--- src/rtl/pipeline_ctrl.sv ---
// Stall/flush sequencer for the 5-stage RV32 pipeline: load-use, branch redirect
// and multi-cycle MDU handshake, plus saturating stall/flush performance counters.
module pipeline_ctrl #(
    parameter int CNT_W       = 16,
    parameter int MDU_TIMEOUT = 64
) (
    input  logic             clk,
    input  logic             rst_n,
    input  logic [4:0]       ifid_rs1,
    input  logic [4:0]       ifid_rs2,
    input  logic [4:0]       idex_rd,
    input  logic             idex_memread,
    input  logic             idex_is_mdu,
    input  logic             mdu_done,
    input  logic             branch_taken,
    output logic             pc_write,
    output logic             ifid_write,
    output logic             idex_write,
    output logic             idex_bubble,
    output logic             ifid_flush,
    output logic             mdu_start,
    output logic             mdu_err,
    output logic [CNT_W-1:0] stall_cnt,
    output logic [CNT_W-1:0] flush_cnt
);

    localparam int MC_W = $clog2(MDU_TIMEOUT + 1);
    localparam logic [MC_W-1:0] TIMEOUT_C = MC_W'(MDU_TIMEOUT);

    typedef enum logic [0:0] {
        ST_RUN      = 1'b0,
        ST_MDU_BUSY = 1'b1
    } state_t;

    state_t            state_r;
    state_t            state_nxt_s;
    logic [MC_W-1:0]   mdu_cnt_r;
    logic [MC_W-1:0]   mdu_cnt_nxt_s;
    logic              mdu_err_r;
    logic              mdu_err_set_s;
    logic              flush_evt_s;
    logic              load_use_s;
    logic [CNT_W-1:0]  stall_cnt_r;
    logic [CNT_W-1:0]  flush_cnt_r;

    function automatic logic [CNT_W-1:0] sat_inc(input logic [CNT_W-1:0] v);
        logic [CNT_W-1:0] r;
        if (v == {CNT_W{1'b1}}) begin
            r = v;
        end else begin
            r = v + CNT_W'(1);
        end
        return r;
    endfunction

    // Load-use hazard: a load in EX writes a register the ID instruction reads.
    always_comb begin
        load_use_s = idex_memread && (idex_rd != 5'd0) &&
                     ((idex_rd == ifid_rs1) || (idex_rd == ifid_rs2));
    end

    // Same-cycle pipeline controls and next-state decode.
    always_comb begin
        pc_write      = 1'b1;
        ifid_write    = 1'b1;
        idex_write    = 1'b1;
        idex_bubble   = 1'b0;
        ifid_flush    = 1'b0;
        mdu_start     = 1'b0;
        state_nxt_s   = state_r;
        mdu_cnt_nxt_s = mdu_cnt_r;
        mdu_err_set_s = 1'b0;
        flush_evt_s   = 1'b0;
        if (!rst_n) begin
            pc_write      = 1'b0;
            ifid_write    = 1'b0;
            idex_write    = 1'b1;
            idex_bubble   = 1'b1;
            ifid_flush    = 1'b1;
            state_nxt_s   = ST_RUN;
            mdu_cnt_nxt_s = {MC_W{1'b0}};
        end else begin
            case (state_r)
                ST_RUN: begin
                    // A taken branch flushes the younger MDU op and load-use consumer.
                    if (branch_taken) begin
                        ifid_flush  = 1'b1;
                        idex_bubble = 1'b1;
                        flush_evt_s = 1'b1;
                    end else if (idex_is_mdu) begin
                        mdu_start     = 1'b1;
                        pc_write      = 1'b0;
                        ifid_write    = 1'b0;
                        idex_write    = 1'b0;
                        state_nxt_s   = ST_MDU_BUSY;
                        mdu_cnt_nxt_s = MC_W'(1);
                    end else if (load_use_s) begin
                        pc_write    = 1'b0;
                        ifid_write  = 1'b0;
                        idex_bubble = 1'b1;
                    end else begin
                        pc_write = 1'b1;
                    end
                end
                ST_MDU_BUSY: begin
                    pc_write   = 1'b0;
                    ifid_write = 1'b0;
                    idex_write = 1'b0;
                    if (mdu_done) begin
                        state_nxt_s   = ST_RUN;
                        mdu_cnt_nxt_s = {MC_W{1'b0}};
                    end else if (mdu_cnt_r == TIMEOUT_C) begin
                        // Abandon the hung op: drop it from EX and flag the error.
                        idex_bubble   = 1'b1;
                        mdu_err_set_s = 1'b1;
                        state_nxt_s   = ST_RUN;
                        mdu_cnt_nxt_s = {MC_W{1'b0}};
                    end else begin
                        mdu_cnt_nxt_s = mdu_cnt_r + MC_W'(1);
                    end
                end
                default: begin
                    pc_write      = 1'b0;
                    ifid_write    = 1'b0;
                    idex_bubble   = 1'b1;
                    state_nxt_s   = ST_RUN;
                    mdu_cnt_nxt_s = {MC_W{1'b0}};
                end
            endcase
        end
    end

    // FSM state and MDU busy-cycle counter.
    always_ff @(posedge clk or negedge rst_n) begin
        if (!rst_n) begin
            state_r   <= ST_RUN;
            mdu_cnt_r <= {MC_W{1'b0}};
        end else begin
            state_r   <= state_nxt_s;
            mdu_cnt_r <= mdu_cnt_nxt_s;
        end
    end

    // Sticky MDU timeout flag.
    always_ff @(posedge clk or negedge rst_n) begin
        if (!rst_n) begin
            mdu_err_r <= 1'b0;
        end else if (mdu_err_set_s) begin
            mdu_err_r <= 1'b1;
        end else begin
            mdu_err_r <= mdu_err_r;
        end
    end

    // Saturating performance counters.
    always_ff @(posedge clk or negedge rst_n) begin
        if (!rst_n) begin
            stall_cnt_r <= {CNT_W{1'b0}};
            flush_cnt_r <= {CNT_W{1'b0}};
        end else begin
            if (!pc_write) begin
                stall_cnt_r <= sat_inc(stall_cnt_r);
            end else begin
                stall_cnt_r <= stall_cnt_r;
            end
            if (flush_evt_s) begin
                flush_cnt_r <= sat_inc(flush_cnt_r);
            end else begin
                flush_cnt_r <= flush_cnt_r;
            end
        end
    end

    assign mdu_err   = mdu_err_r;
    assign stall_cnt = stall_cnt_r;
    assign flush_cnt = flush_cnt_r;

endmodule

--- config.mk ---
export PLATFORM = sky130hd
export DESIGN_NAME = pipeline_ctrl
export DESIGN_NICKNAME = d
export VERILOG_FILES = /design/src/rtl/pipeline_ctrl.sv
export SDC_FILE = /design/constraint.sdc
export NUM_CORES = 1
export LEC_CHECK = 0
export ABC_AREA = 0
export CORE_UTILIZATION = 43
export CTS_CLUSTER_DIAMETER = 60
export DETAILED_ROUTE_END_ITERATION = 7
export PLACE_DENSITY = 0.85
export SYNTH_ARGS = -nofsm -noshare
export SYNTH_HDL_FRONTEND = slang
export SYNTH_SLANG_ARGS = --single-unit
--- constraint.sdc ---
create_clock -name clk -period 1.55 [get_ports clk]
set_input_delay 0.155 -clock clk [delete_from_list [all_inputs] [get_ports clk]]
set_output_delay 0.155 -clock clk [all_outputs]
set_load 0.02 [all_outputs]
==> impl_metrics.tcl <==
set metrics [dict create \
    numCtsBuffers 5 \
    min_period_ps 1800 \
    syn_area_per_cell_um2 10.6 \
    ys_ff_latch 41 \
    drt_iter0_drc 169 \
    grt_max_degree 22 \
    cts.clk_slew.worst_paths_ps 90 \
    hold_path.class "primary input to async pin" \
    relSlewSlack_pct 67.4 \
    power.internal_mw 2.51 \
    setup_violations 39 \
    yosysTopAreaCellShare_pct 47.0 \
    seq_area_frac_synth_pct 47.0 \
    cts_buffer_depth 2 \
    slew_violations 0 \
    fmax_mhz 555 \
    start_util_pct 45.3 \
    period_share_pct 116 \
    vias_per_cell 5.63 \
    clock_sinks 41 \
    crit_path_max_fanout 6 \
    status "finished, violations left" \
    coreArea_mm2 0.00482 \
    die_y_um 73.2 \
    mappedNetlistArea_mm2 0.00218 \
    grt_overflow 0 \
    holdWs_ps 431 \
    violations "setup timing" \
    clock_latency_ps 310 \
    setup_tns_ps -5690 \
    seqPwrFrac_pct 35.4 \
    grt_pass1_vias 2393 \
    netlist_top_cells_count "dfrtp_1 (41), xnor2_1 (36), nand2_1 (17)" \
    met2WireLength_um 4340 \
    synth_most_common_cell "dfrtp_1" \
    dr_wl_met3_um 516 \
    gp_congestion 0.849 \
    area_growth_pct 84.1 \
    io_pins 60 \
    dp_hpwl_um 4600 \
    routed.top_layer "met4" \
    p_leak_nw 2.05 \
    synth_edf_count 0 \
    drive_above_1_share_pct 48.7 \
    nets 377 \
    wl_per_cell_um 20.1 \
    ant_nets 0 \
    antenna_found_initial 0 \
    p_sw_mw 1.43 \
    rows 25 \
    grt_first_pass_wirelength_um 11400 \
    antennaDiodeCount 0 \
    netlist_instances 206 \
    synth_area_leader_cell "dfrtp_1" \
    max-vdd-ir-drop_mv 0.527 \
    switching_share_pct 36.4 \
    hold_viol_final 0 \
    reg2reg_to "stall_cnt[1]" \
    async_reset_ff_share_pct 100 \
    track_usage_pct 28.6 \
    num_vias 2364 \
    ff2ff_path_depth 7 \
    worstSetupEndpointType "register" \
    syn-num-nets 231 \
    synth.distinct_cells 40 \
    skew_ps 17.1 \
    wirelength_um 8430 \
    nFillCells 261 \
    setup_slack_ps -253 \
    htreeDepth 2 \
    cts_tree "built" \
    startpoint_type "register" \
    port_buffers 59 \
    p_clk_share_pct 20.5 \
    crit_required_ps 1750 \
    worstMarginPinSlew_ps 488 \
    critical_path_class "register to register" \
    r2r_slack_ps -250 \
    r2r-start "stall_cnt[0]" \
    p_per_area_mw_per_mm2 980 \
    synth_area_leaders "dfrtp_1 (47%), xnor2_1 (14%), nand3_1 (3.0%)" \
    synth_flop_cell "dfrtp_1" \
    maxCapViolCount 0 \
    root_buffer "clkbuf_8" \
    dieWidth_um 73.2 \
    dr.pass1.iters 4 \
    drcViolationCount 0 \
    critPathArrivalTime_ps 2000 \
    yosysWarnings 0 \
    p_comb_share_pct 44.1 \
    wl_met1_um 3070 \
    rsz0062_at_grt "true" \
    dieArea_mm2 0.00536 \
]
==> placed cells by master, fill, tap and decap left out, types with 3 or more instances in the layout <==
cell and n:
nand2_1 13, and3_1 3, buf_4 63, buf_6 21
buf_2 5, dfrtp_2 9, nand4_1 9, and3_4 6
and4_1 4, dlymetal6s2s_1 19, nand2_2 4, nor2_2 3
nand3_1 6, o21ai_0 4, nand3_4 4, clkdlybuf4s50_1 15
xnor2_1 31, nand3_2 7, dfrtp_1 32, mux2_4 3
nand2_4 5, nor2_4 3, dlygate4sd2_1 14, o21ai_2 3
xor2_1 4, xnor2_2 5, clkbuf_8 7, nor2_1 5
inv_1 7
==> worst max path at each step <==
stage / from / endpoint / slack (ps) / depth (start not counted)
final: stall_cnt[0] / stall_cnt[1] / -250 / 7
after global routing: rst_n / flush_cnt[9] / -290 / 9
after CTS: stall_cnt[7] / stall_cnt[9] / -210 / 7
after detailed placement: idex_rd[1] / idex_bubble / -780 / 7
after global placement: idex_rd[1] / idex_bubble / -760 / 7
after floorplan: idex_rd[1] / stall_cnt[12] / -140 / 6
==> layer usage <==
| metal | vias up | track usage, % |
|---|---|---|
| li1 | 1021 | - |
| met2 | 127 | 51.6 |
| met5 | - | 0 |
| met1 | 1174 | 31.5 |
| met3 | 42 | 6.08 |
| met4 | 0 | 14.2 |
==> state kept, by name (all words and copies together), names as in the netlist <==
register,count
stall_cnt,16
flush_cnt,16
state_r,1
mdu_err,1
mdu_cnt_r,7
==> what timing repair did <==
| item | 4_1_cts | 5_1_grt |
|---|---|---|
| endpoints found under the hold margin | 29 | 33 |
| hold buffers | 2 | 1 |
| gates resized for setup | 97 | 70 |
| setup endpoints to repair | 47 | 62 |
| cloned | 1 | 0 |
| pin swaps | 45 | 34 |
| buffers inserted | 9 | 5 |
==> power groups by stage <==
| stage | combinational, mW | sequential, mW | clock, mW |
|---|---|---|---|
| CTS | 1.58 | 1.38 | 0.777 |
| floorplan | 0.404 | 1.67 | 0 |
| global placement | 1.49 | 1.37 | 0 |
| global route | 1.83 | 1.41 | 0.845 |
| finish | 1.74 | 1.39 | 0.807 |
| detailed placement | 1.54 | 1.39 | 0 |
==> logic make-up after synthesis <==
kind of cell | after synthesis | synth area share (%)
AND/OR/NAND/NOR | 84 | 21.9
adder cells (fa/ha/maj) | 4 | 2.29
flip-flops | 41 | 47.0
XOR/XNOR | 40 | 16.1
buffers and inverters | 9 | 2.06
multiplexers | 4 | 2.01
AO/OA/AOI/OAI | 24 | 8.66
==> critical path, cell delays in order, from the launching register on <==
cell and delay, ps:
dfrtp_2 400, ha_4 150, nand3_4 90, nor3_4 270
buf_6 150, a21oi_4 70, a21o_4 240, mux2_4 310
==> through the flow <==
step | instances | utilization (%) | cell area (um2) | power, mW | setup slack [ps]
2_1_floorplan | 206 | - | 2260 | 2.07 | -144
5_1_grt | 420 | 83.4 | 4020 | 4.08 | -293
6_report | 420 | 83.4 | 4020 | 3.94 | -253
3_5_place_dp | 397 | 70.9 | 3410 | 2.92 | -778
3_3_place_gp | 397 | 70.9 | 3410 | 2.86 | -759
4_1_cts | 416 | 77.5 | 3730 | 3.74 | -211
==> area by class of cell <==
class | instances | area (um2) | area share [%]
clock buffers | 7 | 96.3 | 2.40
clock inverters | 1 | 5.00 | 0.125
inverters | 7 | 26.3 | 0.654
multi-input cells | 157 | 1490 | 37.2
flip-flops and latches | 41 | 1040 | 25.8
well taps | 67 | 83.8 | 2.09
repair buffers | 140 | 1280 | 31.8
(Power assumes the default switching activity.)
